$ cat config.mk
export PLATFORM = sky130hd
export DESIGN_NAME = cv32e40p_apu_arbiter
export DESIGN_NICKNAME = d
export VERILOG_FILES = /design/src/rtl/cv32e40p_apu_core_pkg.sv /design/src/rtl/cv32e40p_apu_arb_id_fifo.sv /design/src/rtl/cv32e40p_apu_arbiter.sv
export SDC_FILE = /design/constraint.sdc
export NUM_CORES = 1
export LEC_CHECK = 0
export CAP_MARGIN = 20
export CORE_AREA = 8 8 187 189
export CTS_BUF_LIST = sky130_fd_sc_hd__clkbuf_4
export DETAILED_ROUTE_END_ITERATION = 8
export DIE_AREA = 0 0 195 197
export SYNTH_ARGS = -nofsm -noshare
export SYNTH_HDL_FRONTEND = slang
export SYNTH_HIERARCHICAL = 1
export SYNTH_SLANG_ARGS = --single-unit
$ cat constraint.sdc
create_clock -name clk_i -period 4.14 [get_ports clk_i]
set_clock_uncertainty 0.15 [all_clocks]
set_input_delay 0.828 -clock clk_i [delete_from_list [all_inputs] [get_ports clk_i]]
set_output_delay 0.828 -clock clk_i [all_outputs]
set_load 0.1 [all_outputs]
$ cat src/rtl/cv32e40p_apu_core_pkg.sv
// APU interface widths shared by cores, FPU and the APU arbiter.
// Also holds the arbiter limits and the requester-ID type.
package cv32e40p_apu_core_pkg;

  localparam int APU_NARGS_CPU    = 3;
  localparam int APU_WOP_CPU      = 6;
  localparam int APU_NDSFLAGS_CPU = 15;
  localparam int APU_NUSFLAGS_CPU = 5;

  localparam int APU_ARB_MAX_REQ  = 8;
  localparam int APU_ARB_ID_W     = $clog2(APU_ARB_MAX_REQ);

  typedef logic [APU_ARB_ID_W-1:0] apu_arb_id_t;

endpackage

$ cat src/rtl/cv32e40p_apu_arb_id_fifo.sv
// Requester-ID FIFO: records who issued each in-flight APU op.
// Ports: clk, rst (sync, high), push/din, pop, full, empty, head.
module cv32e40p_apu_arb_id_fifo #(
  parameter int DEPTH = 4,
  parameter int WIDTH = 1
) (
  input  logic             clk,
  input  logic             rst,
  input  logic             push,
  input  logic             pop,
  input  logic [WIDTH-1:0] din,
  output logic             full,
  output logic             empty,
  output logic [WIDTH-1:0] head
);

  localparam int AW = $clog2(DEPTH);

  logic [WIDTH-1:0] mem [DEPTH];
  logic [AW-1:0]    wr_q;
  logic [AW-1:0]    rd_q;
  logic [AW:0]      cnt_q;
  logic             push_ok;
  logic             pop_ok;

  assign full    = cnt_q == (AW+1)'(DEPTH);
  assign empty   = cnt_q == '0;
  assign head    = mem[rd_q];
  assign push_ok = push & ~full & ~rst;
  assign pop_ok  = pop & ~empty & ~rst;

  always_ff @(posedge clk) begin
    if (rst) begin
      wr_q  <= '0;
      rd_q  <= '0;
      cnt_q <= '0;
    end else begin
      if (push_ok) wr_q <= wr_q + AW'(1);
      if (pop_ok)  rd_q <= rd_q + AW'(1);
      case ({push_ok, pop_ok})
        2'b10:   cnt_q <= cnt_q + (AW+1)'(1);
        2'b01:   cnt_q <= cnt_q - (AW+1)'(1);
        default: cnt_q <= cnt_q;
      endcase
    end
  end

  always_ff @(posedge clk) begin
    if (push_ok) mem[wr_q] <= din;
  end

endmodule

$ cat src/rtl/cv32e40p_apu_arbiter.sv
// Round-robin share of one APU/FPU between NUM_REQ cores.
// Ports: core_* (per-core APU side), apu_* (FPU side), err_o,
// perf_stall_cnt_o. Stall counters built only when
// CV32E40P_APU_ARB_PERF_EN is defined, else tied to zero.
module cv32e40p_apu_arbiter
  import cv32e40p_apu_core_pkg::*;
#(
  parameter int NUM_REQ         = 2,
  parameter int MAX_OUTSTANDING = 4
) (
  input  logic clk_i,
  input  logic rst_i,
  input  logic [NUM_REQ-1:0] core_req_i,
  output logic [NUM_REQ-1:0] core_gnt_o,
  input  logic [NUM_REQ-1:0][APU_NARGS_CPU-1:0][31:0]
         core_operands_i,
  input  logic [NUM_REQ-1:0][APU_WOP_CPU-1:0] core_op_i,
  input  logic [NUM_REQ-1:0][APU_NDSFLAGS_CPU-1:0]
         core_flags_i,
  output logic [NUM_REQ-1:0] core_rvalid_o,
  output logic [31:0] core_result_o,
  output logic [APU_NUSFLAGS_CPU-1:0] core_rflags_o,
  output logic apu_req_o,
  input  logic apu_gnt_i,
  output logic [APU_NARGS_CPU-1:0][31:0] apu_operands_o,
  output logic [APU_WOP_CPU-1:0] apu_op_o,
  output logic [APU_NDSFLAGS_CPU-1:0] apu_flags_o,
  input  logic apu_rvalid_i,
  input  logic [31:0] apu_result_i,
  input  logic [APU_NUSFLAGS_CPU-1:0] apu_rflags_i,
  output logic err_o,
  output logic [NUM_REQ-1:0][31:0] perf_stall_cnt_o
);

  localparam int ID_W = $clog2(NUM_REQ);
  localparam logic [ID_W:0] NREQ = (ID_W+1)'(NUM_REQ);

  logic [ID_W-1:0]    ptr;
  logic [ID_W-1:0]    off;
  logic [ID_W-1:0]    sel;
  logic [ID_W-1:0]    mux_idx;
  logic [ID_W-1:0]    head;
  logic [NUM_REQ-1:0] rot;
  logic [ID_W:0]      sum;
  logic [ID_W:0]      nxt;
  logic               full;
  logic               empty;
  logic               push;
  logic               pop;

  // Rotate so bit 0 is the pointer's core; first set bit wins.
  assign rot = (core_req_i >> ptr)
             | (core_req_i << (NREQ - {1'b0, ptr}));

  always_comb begin
    off = '0;
    for (int i = NUM_REQ - 1; i >= 0; i--) begin
      if (rot[i]) off = ID_W'(i);
    end
  end

  assign sum = {1'b0, ptr} + {1'b0, off};
  assign sel = (sum >= NREQ) ? ID_W'(sum - NREQ)
                             : sum[ID_W-1:0];
  assign nxt = {1'b0, sel} + (ID_W+1)'(1);

  // Full is judged on registered state, so a same-cycle pop
  // never lets an extra op through.
  assign apu_req_o = ~rst_i & ~full & (|core_req_i);
  assign push      = apu_req_o & apu_gnt_i;
  assign pop       = ~rst_i & apu_rvalid_i & ~empty;

  assign mux_idx        = apu_req_o ? sel : ptr;
  assign apu_operands_o = core_operands_i[mux_idx];
  assign apu_op_o       = core_op_i[mux_idx];
  assign apu_flags_o    = core_flags_i[mux_idx];

  assign core_result_o = apu_result_i;
  assign core_rflags_o = apu_rflags_i;

  always_comb begin
    core_gnt_o    = '0;
    core_rvalid_o = '0;
    if (push) core_gnt_o[sel]     = 1'b1;
    if (pop)  core_rvalid_o[head] = 1'b1;
  end

  always_ff @(posedge clk_i) begin
    if (rst_i) begin
      ptr   <= '0;
      err_o <= 1'b0;
    end else begin
      if (push) begin
        ptr <= (nxt == NREQ) ? '0 : nxt[ID_W-1:0];
      end
      if (apu_rvalid_i && empty) err_o <= 1'b1;
    end
  end

  cv32e40p_apu_arb_id_fifo #(
    .DEPTH (MAX_OUTSTANDING),
    .WIDTH (ID_W)
  ) u_id_fifo (
    .clk   (clk_i),
    .rst   (rst_i),
    .push  (push),
    .pop   (pop),
    .din   (sel),
    .full  (full),
    .empty (empty),
    .head  (head)
  );

`ifdef CV32E40P_APU_ARB_PERF_EN
  logic [NUM_REQ-1:0][31:0] stall_q;

  always_ff @(posedge clk_i) begin
    if (rst_i) begin
      stall_q <= '0;
    end else begin
      for (int i = 0; i < NUM_REQ; i++) begin
        if (core_req_i[i] && !core_gnt_o[i]
            && stall_q[i] != 32'hFFFF_FFFF) begin
          stall_q[i] <= stall_q[i] + 32'd1;
        end
      end
    end
  end

  assign perf_stall_cnt_o = stall_q;
`else
  assign perf_stall_cnt_o = '0;
`endif

endmodule

==> metrics <==
antenna viol nets, final 0; Max rail drop VDD approximately 190 µV; DR pass1 iterations 4; DRC 0; Resize count post-CTS 0; WL per Instance 18.6 µm; vias in the first global route between 3000 and 4000; layout cells sized above 1 approximately 36%; unrepaired setup endpoints after global routing no; Ports about 500; worst hold-check path type register to register; die area approximately 38000 µm²; largest net degree at the start of global routing between 70 and 80; final std cells w/o fill between 1000 and 1500; post-synth cell types 35; CP Max Fanout 6; syn avg cell area between 9 and 10 µm²; Clk network pwr share under 10%; initial core utilization 9.19%; EDFF count, synth 4; CTS max path bufs 2; CP Capture Type output pin; Switching Fraction 60.0%; top_reg_cell synth dfxtp_1; power density cells 320 nW/µm²; internal power between 900 and 1000 µW; input/output buffers approximately 360; hold_buf cts 0; clk sinks 15; setup violators final 0; core area 32000 µm²; H-tree Lvls 1; Clk pin slew, worst setup/hold paths roughly 0.080 ns; sequential share of power about 6.3%; hpwl dp about 18000 µm; Slew Limit Fails 0; post-synthesis register bit count 15; min cycle time layout roughly 3.9 ns; critical path data required time ~3.2 ns; fraction of registers with async set/reset 0%; CP Launch Type input port; clock root cell clkbuf_4; antenna violations before repair 6; Ys Warns 6; Via density roughly 3.2; Final TNS setup 0 ns; CTS tree built; row cnt 66; DP Area 7780 µm²; logic gate share of total power 90.3%; gpl congestion between 0.8 and 0.9; number of DRC markers in iteration 0 62; Die W around 200 µm; sequential-to-total area share from yosys stat between 10% and 20%; Netlist Area Pre-Place between 2000 and 3000 µm²; cts bufs inserted 3; CP Data Arrival Time approximately 3 ns; P_leak between 0.003 and 0.004 µW; Routed WL 19400 µm; ANT cells 0; Mapped Cells 310; total grt overflow 0; first-pass GRT wire length roughly 27000 µm; Post-CTS Setup Inserts 0; clock latency on the worst-skew pair roughly 0.27 ns; final worst-path cycle share between 90% and 100%; DR vias around 3400; P_sw 1500 µW; post-route cell area 7810 µm²; Hold Violations, Final 0; Worst Tran Pin Value 0.989 ns; Total GRT Usage under 10%; maximum clock frequency 257 MHz; critical path class input port to output pin; status finished, final reports clean; nets around 900; P&R area growth vs syn 165%; pre-CTS WS roughly 0.21 ns; Cells after DPL 1040; Die Y 197 µm; final worst slack 0.245 ns; Slew HR roughly a third; max-cap violation count 0
==> stage by stage <==
step	power [µW]	utilization (%)	hold WS, ns
after floorplan	1760	-	0.335
after global placement	2430	24.3	0.305
after detailed placement	2430	24.3	0.314
after CTS	2520	24.4	0.339
after global routing	2570	24.4	0.395
final	2500	24.4	0.336
==> area by class of cell <==
cell class,instances,area (µm²)
clock buffers,4,30.0
fillers,3361,24200
inverters,8,30.0
multi-input cells,236,1980
flip-flops and latches,15,340
well taps,408,510
repair buffers,373,4930
==> worst paths after layout <==
check                                        start            endpoint  slack [ns]  depth (start not counted)
worst max-delay path                 core_req_i[1]  apu_operands_o[58]        0.25                          7
worst max register to register  u_id_fifo/cnt_q[2]  u_id_fifo/cnt_q[2]        1.23                         12
worst min register to register               err_o               err_o        0.34                          2
worst min-delay path                         err_o               err_o        0.34                          2
==> power by group through the flow <==
| stage | Clock (µW) | Combinational [µW] | Sequential (µW) |
|---|---|---|---|
| 3_5_place_dp | 0 | 2270 | 161 |
| 2_1_floorplan | 0 | 1600 | 166 |
| 4_1_cts | 87.7 | 2270 | 158 |
| 6_report | 84.7 | 2260 | 158 |
| 3_3_place_gp | 0 | 2270 | 161 |
| 5_1_grt | 98.1 | 2320 | 159 |
==> metal layers <==
| metal | routed length, µm | share of wire, % | GRT usage (%) |
|---|---|---|---|
| met5 | 0 | 0 | 0 |
| met4 | 93 | 0.48 | 0.505 |
| met3 | 2550 | 13 | 5.34 |
| met2 | 9890 | 51 | 17.0 |
| met1 | 6870 | 35 | 9.53 |
==> cell families after synthesis <==
family | share of synthesized area (%)
AO/OA/AOI/OAI | 3.19
XOR/XNOR | 1.19
adder cells (fa/ha/maj) | 3.14
AND/OR/NAND/NOR | 5.65
other | 0.127
buffers and inverters | 29.7
multiplexers | 45.5
flip-flops | 11.6
==> cells in the mapped netlist (2+ instances only) <==
library cell	instances	area, µm²
mux2_1	30	338
dfxtp_1	11	220
inv_1	8	30.0
a21oi_1	5	25.0
buf_4	102	766
nor2_1	9	33.8
buf_6	3	33.8
xor2_1	4	35.0
buf_2	8	40.0
nor2b_1	2	12.5
ha_1	5	62.6
mux2_2	87	980
o21ai_0	3	15.0
and2_1	6	37.5
nor3_1	3	15.0
or3_1	2	12.5
edfxtp_1	4	120
==> worst max-delay path, cell delays in order <==
cell and delay [ns]:
clkdlybuf4s50_1 0.54, nor4b_1 0.49, a211oi_4 0.10, buf_4 0.21
buf_4 0.15, mux2_1 0.39, buf_12 0.20
==> placed cells by master (no fill, tap or decap), types with 2 or more instances in the layout <==
| master | synthesis | routed |
|---|---|---|
| clkdlybuf4s50_1 | 0 | 240 |
| buf_12 | 0 | 122 |
| mux2_2 | 87 | 87 |
| conb_1 | 1 | 64 |
| mux2_1 | 30 | 30 |
| dfxtp_1 | 11 | 11 |
| buf_4 | 102 | 11 |
| nor2_1 | 9 | 9 |
| inv_1 | 8 | 8 |
| and2_1 | 6 | 6 |
| a21oi_1 | 5 | 5 |
| ha_1 | 5 | 5 |
| clkbuf_4 | 0 | 4 |
| xor2_1 | 4 | 4 |
| edfxtp_1 | 4 | 4 |
| nor3_1 | 3 | 3 |
| o21ai_0 | 3 | 3 |
| nor2b_1 | 2 | 2 |
| or3_1 | 2 | 2 |
No activity file was read; power rests on OpenSTA's default activity.
